File: config.mk
export PLATFORM = sky130hd
export DESIGN_NAME = conv_loop_iter
export DESIGN_NICKNAME = d
export VERILOG_FILES = /design/src/rtl/conv_loop_iter.sv
export SDC_FILE = /design/constraint.sdc
export NUM_CORES = 1
export LEC_CHECK = 0
export BUFFER_PORTS_ARGS = -buffer_cell sky130_fd_sc_hd__buf_2
export CAP_MARGIN = 20
export CORE_MARGIN = 2
export CORE_UTILIZATION = 54
export DETAILED_ROUTE_END_ITERATION = 8
export MAX_ROUTING_LAYER = met4
export PLACE_DENSITY = 0.78
export SYNTH_ARGS = -nofsm -noshare
export SYNTH_HDL_FRONTEND = slang
export SYNTH_SLANG_ARGS = --single-unit
export TNS_END_PERCENT = 50
File: constraint.sdc
create_clock -name clock -period 4 [get_ports clock]
set_input_delay 0.6 -clock clock [delete_from_list [all_inputs] [get_ports clock]]
set_output_delay 0.6 -clock clock [all_outputs]
set_load 0.02 [all_outputs]
File: src/rtl/conv_loop_iter.sv
// Convolution loop index generator: issues one (m, r, c, n, i, j) tuple per clock
// for the conv address controller, with stall, per-pixel tap_last and a done pulse.
module conv_loop_iter #(
    parameter int K           = 5,
    parameter int OUT_SIZE    = 28,
    parameter int OUT_CHANNEL = 6,
    parameter int IN_CHANNEL  = 1,
    parameter int N_STEP      = 4
) (
    input  logic       clock,
    input  logic       reset_n,
    input  logic       start,
    input  logic       stall,
    output logic [7:0] m,
    output logic [7:0] r,
    output logic [7:0] c,
    output logic [7:0] n,
    output logic [3:0] i,
    output logic [3:0] j,
    output logic       valid,
    output logic       tap_last,
    output logic       busy,
    output logic       done
);

    typedef enum logic [1:0] {
        IDLE,
        RUN,
        FIN
    } state_t;

    localparam logic [3:0] K_LAST  = 4'(K - 1);
    localparam logic [7:0] OS_LAST = 8'(OUT_SIZE - 1);
    localparam logic [7:0] OC_LAST = 8'(OUT_CHANNEL - 1);
    localparam logic [7:0] N_LAST  = 8'(N_STEP * (IN_CHANNEL - 1));
    localparam logic [7:0] N_INC   = 8'(N_STEP);

    state_t state, state_next;

    logic j_wrap, i_wrap, n_wrap, c_wrap, r_wrap, m_wrap;
    logic last_tuple;
    logic advance;

    always_comb begin
        j_wrap     = (j == K_LAST);
        i_wrap     = (i == K_LAST);
        n_wrap     = (n == N_LAST);
        c_wrap     = (c == OS_LAST);
        r_wrap     = (r == OS_LAST);
        m_wrap     = (m == OC_LAST);
        last_tuple = j_wrap & i_wrap & n_wrap & c_wrap & r_wrap & m_wrap;
        advance    = (state == RUN) & ~stall;
    end

    // State register; busy and done are registered from the next state.
    always_ff @(posedge clock or negedge reset_n) begin
        if (!reset_n) begin
            state <= IDLE;
            busy  <= 1'b0;
            done  <= 1'b0;
        end else begin
            state <= state_next;
            busy  <= (state_next == RUN);
            done  <= (state_next == FIN);
        end
    end

    always_comb begin
        state_next = state;
        case (state)
            IDLE:    if (start) state_next = RUN;
            RUN:     if (advance && last_tuple) state_next = FIN;
            FIN:     state_next = IDLE;
            default: state_next = IDLE;
        endcase
    end

    always_comb begin
        valid    = (state == RUN) & ~stall;
        tap_last = valid & i_wrap & j_wrap & n_wrap;
    end

    // Odometer-style cascade, j innermost; the final tuple leaves all indices at max.
    always_ff @(posedge clock or negedge reset_n) begin
        if (!reset_n) begin
            m <= '0;
            r <= '0;
            c <= '0;
            n <= '0;
            i <= '0;
            j <= '0;
        end else if (state == FIN) begin
            m <= '0;
            r <= '0;
            c <= '0;
            n <= '0;
            i <= '0;
            j <= '0;
        end else if (advance && !last_tuple) begin
            if (j_wrap) begin
                j <= '0;
                if (i_wrap) begin
                    i <= '0;
                    if (n_wrap) begin
                        n <= '0;
                        if (c_wrap) begin
                            c <= '0;
                            if (r_wrap) begin
                                r <= '0;
                                m <= m + 8'd1;
                            end else begin
                                r <= r + 8'd1;
                            end
                        end else begin
                            c <= c + 8'd1;
                        end
                    end else begin
                        n <= n + N_INC;
                    end
                end else begin
                    i <= i + 4'd1;
                end
            end else begin
                j <= j + 4'd1;
            end
        end
    end

endmodule

==> summary by stage, run 1 <==
Run status
The run finished with clean final reports.

Die
For this configuration, the core starts out at a cell density of 0.5618. The overall die area is 5084 sq um. The placeable core area is 4354 sq um. The die height is 71.31 microns.

The number of placed I/O pins is 48. Row generation in the floorplan step produced 24 rows. The horizontal die dimension is 71.31 microns.

Clock tree
The maximum buffer depth of the clock tree is 2. The root buffer cell chosen for the clock tree is sky130_fd_sc_hd__clkbuf_8. The count of buffers added by post-CTS timing repair for setup is 0.

The hold buffer count at CTS is 0. The post-CTS resize count is 0. For this design, the sink count on the clock tree is 42. Clock-pin slew was measured on the worst setup and hold paths at 80 ps. The CTS tree is built. Clock tree synthesis inserted a total of 5 buffers. The clock latency on the worst-skew pair is 300 ps. The H-tree was split into 2 levels.

Route
The total detailed-routing wirelength is 5.165 mm. The average wire per cell in the routed design is 14.93 microns. The DRC marker count from the first detailed-route iteration is 152. In the routed layout, each cell is associated on average with a via count of 5.977. The total number of vias is 2068. The number of remaining DRC errors is 0.

The number of nets with antenna violations after routing is 0. The count of TritonRoute iterations in the first routing pass is 4.

Worst setup path
In this run the critical register-to-register path is launched from n[2]. The setup check on the worst reg-to-reg path leaves a slack of 1510 ps. The worst setup path is captured at an output port. STA puts the critical path data required time at 3400 ps. The maximum fanout along the worst path is 7. For the worst setup path, the data arrival time is 1980 ps. The worst setup path is launched from a flop. The depth of the most critical reg-to-reg path is 8. The endpoint of the lowest-slack register-to-register path is m[7]. The startpoint-to-endpoint class of the critical path is flop to output port.

Timing
The final setup violation count is 0. Setup repair after global routing left no endpoint under its margin. Timing would allow up to 0.3876 GHz.

On the final layout, the worst clock skew is 6.613 ps. Dividing the final minimum period by the clock period gives 0.6451. The hold violation total from the final report was 0. Subtracting the final worst setup slack from the clock period gives 2580 ps.

The number of pins with negative max-slew slack in the final report is 0. The sum of negative setup slack is 0 ps. The transition at the pin with the smallest max-transition slack is 936.7 ps. The headroom to the max-slew limit is 0.3756.

Synth
Measured against the total synthesized area, the mux share comes to 0.01279. The count of different cell masters after synthesis is 57. The post-synthesis average cell area is 9.863 sq um. The compound-cell area share of the yosys netlist was 0.1678.

The adder and majority cell fraction of the synthesized area is 0.05115. The cell count after synthesis is 248. Of the total synthesized cell area, the portion taken by XOR and XNOR cells is 0.01790. The number of synthesis warnings is 0. The number of flops mapped to enable cells by yosys is 0. The largest family of logic cells by synthesized area is simple AND/OR/NAND/NOR gates. For this run, the register share of the synthesized area comes to 0.4297.

The proportion of synthesized flip-flops having asynchronous set or reset is 1.000. The most frequently used flop master after synthesis is sky130_fd_sc_hd__dfrtp_1. The number of register bits inferred by synthesis is 42. In this run the cell area of the synthesized design comes to 2446 sq um. Of the total synthesized cell area, the portion taken by AND, OR, NAND and NOR gates is 0.2808.

Global routing
For this run the aggregate overflow at the end of global routing stands at 0. The via count of the first global-routing pass is 1871. The first global-routing pass estimated 8.776 mm of wire.

The maximum number of pins on one net before global-route repair is 43. In the global route stage, overall resource usage came out at 0.2210. The initial antenna violation count is 0.

Pwr
VDD sags by at most 0.2228 mV. The power density relative to cell area is 386.8 nW/um^2. In this run the static leakage power is 1.331 nW.

Hold path
The classification of the worst-slack hold path is primary input to async pin.

Flow run
Max-cap violations in this run came to 0.

Layout
The number of antenna diodes in the final layout is 0. The area growth from synthesis to final layout is 15.09%. The library cell used most frequently in the layout, excluding fill and tap cells, is sky130_fd_sc_hd__buf_2.

In the layout the commonest cells are 45 x sky130_fd_sc_hd__buf_2, 42 x sky130_fd_sc_hd__dfrtp_1, 19 x sky130_fd_sc_hd__nand2_1, 19 x sky130_fd_sc_hd__a21oi_1, 14 x sky130_fd_sc_hd__nor2_1. The net count of the finished layout is 307. Once layout is complete, the cells apart from fillers number 346. The share of cells above drive strength 1 is 0.2619.

Placement
In this run the tool buffered the top-level ports with 45 buffer cells. The HPWL reported at the end of detailed placement is 3.650 mm. In this run, placement finished with an instance count of 338. Routability-driven placement finished with a final weighted congestion of 0.7813.
[cells by family after synthesis]
| group | count (synthesis) |
|---|---|
| simple gates | 108 |
| compound gates | 59 |
| flops | 42 |
| buf+inv | 20 |
| fa+ha+maj | 10 |
| xor+xnor | 5 |
| mux | 3 |
| other cells | 1 |
[report_power, final]
part | total (mW) | internal [mW] | leakage [nW] | switching, mW
sequential | 0.511 | 0.464 | 0.557 | 0.0473
combinational | 0.244 | 0.101 | 0.716 | 0.143
clock | 0.333 | 0.184 | 0.0579 | 0.150
[layer usage]
layer | vias to the layer above | track usage | part of all wire
met1 | 989 | 0.3012 | 0.48
li1 | 1019 | - | -
met5 | - | - | 0
met3 | 7 | 0.04923 | 0.052
met2 | 53 | 0.3302 | 0.46
met4 | 0 | 0.07128 | 0.014
[cells in the mapped netlist, types with 3 or more instances]
library cell / n / area (sq um)
sky130_fd_sc_hd__dfrtp_1: 42 / 1051
sky130_fd_sc_hd__a21oi_1: 19 / 95.09
sky130_fd_sc_hd__nand2_1: 19 / 71.32
sky130_fd_sc_hd__nor2_1: 14 / 52.55
sky130_fd_sc_hd__o21ai_0: 12 / 60.06
sky130_fd_sc_hd__nand3_1: 11 / 55.05
sky130_fd_sc_hd__ha_1: 10 / 125.1
sky130_fd_sc_hd__inv_1: 10 / 37.54
sky130_fd_sc_hd__or4_1: 8 / 60.06
sky130_fd_sc_hd__and3_1: 7 / 43.79
sky130_fd_sc_hd__a31o_2: 5 / 43.79
sky130_fd_sc_hd__nor3_1: 5 / 25.02
sky130_fd_sc_hd__nor4_1: 5 / 31.28
sky130_fd_sc_hd__o31ai_1: 5 / 37.54
sky130_fd_sc_hd__or3_1: 5 / 31.28
sky130_fd_sc_hd__nand4_1: 4 / 25.02
sky130_fd_sc_hd__a211oi_1: 3 / 22.52
sky130_fd_sc_hd__a32o_1: 3 / 30.03
sky130_fd_sc_hd__clkbuf_1: 3 / 11.26
sky130_fd_sc_hd__nand2b_1: 3 / 18.77
sky130_fd_sc_hd__nor2b_1: 3 / 18.77
sky130_fd_sc_hd__nor3b_1: 3 / 22.52
sky130_fd_sc_hd__xor2_1: 3 / 26.28
[worst max path at each step]
stage                     to  cells past startpoint   from  slack, ps
CTS                 tap_last                      6   n[2]       1420
global route        tap_last                      6   n[2]       1280
global placement        m[7]                      7  stall       1530
detailed placement      m[7]                      7  stall       1440
floorplan               r[7]                      8   n[2]       1780
finish              tap_last                      6   n[2]       1420
[state kept, by name (all words and copies together) (netlist names)]
signal  count
r           8
c           8
j           4
m           8
busy        1
n           6
state       2
i           4
done        1
[per-stage QoR]
| step | instance area (sq um) | utilization | power, mW | worst slack (ps) | hold slack [ps] |
|---|---|---|---|---|---|
| floorplan | 2450 | - | 0.6852 | 1784 | 304.4 |
| global placement | 2691 | 0.6181 | 0.7577 | 1527 | 512.6 |
| detailed placement | 2706 | 0.6216 | 0.7627 | 1438 | 522.4 |
| CTS | 2815 | 0.6466 | 1.096 | 1420 | 482.1 |
| global route | 2815 | 0.6466 | 1.149 | 1284 | 526.4 |
| finish | 2815 | 0.6466 | 1.089 | 1420 | 441.0 |
[area by class of cell]
type | instances | area, sq um
fill | 366 | 1539
multi-input combinational | 187 | 1308
sequential | 42 | 1051
timing repair buffer | 46 | 240.2
clock buffer | 5 | 68.82
tap | 52 | 65.06
inverter | 11 | 42.54
clock inverter | 3 | 40.04
[worst max-delay path, stage by stage, from the launching register on]
cell	delay, ps
sky130_fd_sc_hd__dfrtp_1	440
sky130_fd_sc_hd__inv_1	90
sky130_fd_sc_hd__ha_1	140
sky130_fd_sc_hd__nor4b_2	340
sky130_fd_sc_hd__nand4_2	250
sky130_fd_sc_hd__clkinv_2	210
sky130_fd_sc_hd__buf_2	200
(Power assumes the default switching activity.)
==> run 2, diff against run 1 <==
==> constraint.sdc (replaced) <==
create_clock -name clock -period 2.4 [get_ports clock]
set_input_delay 0.36 -clock clock [delete_from_list [all_inputs] [get_ports clock]]
set_output_delay 0.36 -clock clock [all_outputs]
set_load 0.02 [all_outputs]
==> summary by stage, run 2 (synthesis gave the netlist of run 1 again) <==
Route
Signal routing reaches up to met4. The routed length on met3 is 212 microns. The via density per instance is 5.925. The number of remaining DRC errors is 0. The average wire per cell in the routed design is 15.13 microns.

The met1 layer wirelength in the final routing is 2.592 mm. The count of TritonRoute iterations in the first routing pass is 4. The number of nets with antenna violations after routing is 0.

Wires add up to 5.478 mm. Detailed routing inserted a total of 2145 vias. Wire segments on met2 add up to 2.624 mm in the final route. For this block, the initial DRC count from the detailed router was 139.

Layout
The count of cells in the finished layout, fillers not included, comes to 362. The net count of the finished layout is 324. The share of cells above drive strength 1 is 0.3065. The final design instance area without fill is 2928 sq um. The area growth from synthesis to final layout is 19.69%. The largest registers in the layout are c (8), m (8), r (8). The number of antenna cells inserted is 0.

Measured on the finished design, the core utilization comes to 0.6724. Leaving out fill and tap cells, the most frequent cell in the layout is sky130_fd_sc_hd__buf_2. In the layout the commonest cells are 45 x sky130_fd_sc_hd__buf_2, 41 x sky130_fd_sc_hd__dfrtp_1, 19 x sky130_fd_sc_hd__a21oi_1, 18 x sky130_fd_sc_hd__nand2_1, 17 x sky130_fd_sc_hd__buf_4.

Die
The placeable core area is 4354 sq um. The horizontal die dimension is 71.31 microns. Pin placement for this block handled 48 I/O pins. The overall die area is 5084 sq um. The effective utilization at floorplan is 0.5618. The die height is 71.31 microns.

The floorplan has 24 rows.

Placement
The post-place instance area is 2774 sq um. The congestion estimate from routability-driven global placement came to 0.8569. OpenSTA, run right after detailed placement, puts the worst setup slack at 129.1 ps. The HPWL reported at the end of detailed placement is 3.937 mm.

The cell total after placement is 348. Port buffering added 45 buffers.

Timing
For this run, the top clock speed supported by timing is 0.4459 GHz. The final-layout worst hold slack is 359.6 ps. The final period demand of the worst path is 2242 ps. The worst setup slack after layout is 157.5 ps.

The headroom to the max-slew limit is 0.6645. Dividing the final minimum period by the clock period gives 0.9344. The transition at the pin with the smallest max-transition slack is 498.7 ps. The final setup violation count is 0.

The worst clock skew is 6.623 ps. The number of pins with negative max-slew slack in the final report was 0. The hold violation total from the final report was 0. In the final timing run, aggregate negative setup slack is 0 ps.

Worst setup path
The endpoint arrival time on the critical path is 2470 ps. The largest delay contributor family on the critical path is simple AND/OR/NAND/NOR gates. Traced cell by cell, the critical path runs through inv_1 -> ha_1 -> and3b_1 -> nand4_2 -> inv_4 -> buf_4 -> o211ai_4 -> or4_1 -> a21oi_1. Among all stages on the critical path, the largest delay is contributed by sky130_fd_sc_hd__or4_1. The maximum fanout along the worst path is 9. The startpoint-to-endpoint class of the critical path is flop to flop. In this design, the stage delay of the slowest critical-path cell is 510 ps. Data on the critical path is required at its endpoint by 2630 ps. Together, buffers and inverters on the worst path number 3. The nature of the critical path endpoint is a flop. The critical path startpoint category is a flop.

Global routing
The maximum number of pins on one net before global-route repair is 29. The via count of the first global-routing pass is 1990. The first-pass GRT wire length is 9.232 mm. For this run the aggregate overflow at the end of global routing stands at 0.

Across every metal layer, demand over resource in global routing totals 0.2320. The initial antenna violation count is 0.

Hold path
The min-delay analysis places its worst path in the category primary input to flop.

Clock tree
The clock latency on the worst-skew pair is 290 ps. The number of clock sinks is 42. The clock buffer count from CTS is 5.

The clock passes through at most 2 buffers. TritonCTS built the clock tree. Clock-pin slew was measured on the worst setup and hold paths at 80 ps. The root buffer cell chosen for the clock tree is sky130_fd_sc_hd__clkbuf_8. The maximum level of the CTS H-tree is 2.

Run status
The run finished with clean final reports.

Flow run
The count of maximum capacitance violations is 0.

Pwr
After layout, the design draws a total of 1.698 mW. For this design the ratio of total power to cell area is 579.9 nW/um^2. The maximum resistive drop on vdd is 0.3179 mV. The leakage power figure is 1.418 nW.
[run 2: path summary, 6_finish.rpt]
check	from	endpoint	slack, ps	cells after the start
max	j[0]	r[7]	160	9
min	start	state[0]	360	3
max reg2reg	j[0]	r[7]	160	9
min reg2reg	state[1]	state[0]	540	1
max in group asynchronous	reset_n	c[5]	1230	3
min in group asynchronous	reset_n	i[2]	490	2
[run 2: power by group]
part	total, mW	internal, mW	switching [mW]
Clock	0.432	0.195	0.237
Sequential	0.851	0.773	0.0780
Combinational	0.415	0.172	0.242
[run 2: worst reg2reg max path: cells and delay by family, from the launching register on]
family,cells,cell delay (ps)
AO/OA/AOI/OAI,2,260
adder cells (fa/ha/maj),1,190
AND/OR/NAND/NOR,3,950
buffers and inverters,3,350
flip-flops,1,440
[run 2: layout make-up]
cell class                 count  area (sq um)
tap                           52         65.06
fill                         351          1426
clock buffer                   5         68.82
clock inverter                 2         10.01
inverter                      11         43.79
multi-input combinational    187          1325
sequential                    42          1052
timing repair buffer          63         362.8
[run 2: repair_timing]
item / in CTS / in global routing
gates resized for setup: 0 / 5
endpoints found under the setup margin: 0 / 20
hold buffers: 1 / 0
buffers inserted: 0 / 6
endpoints found under the hold margin: 14 / 0
[run 2: per-layer routing]
| metal | GRT usage | vias to the layer above |
|---|---|---|
| met5 | - | - |
| met3 | 0.04501 | 6 |
| met2 | 0.3611 | 47 |
| li1 | - | 1048 |
| met4 | 0.05031 | 0 |
| met1 | 0.3178 | 1044 |
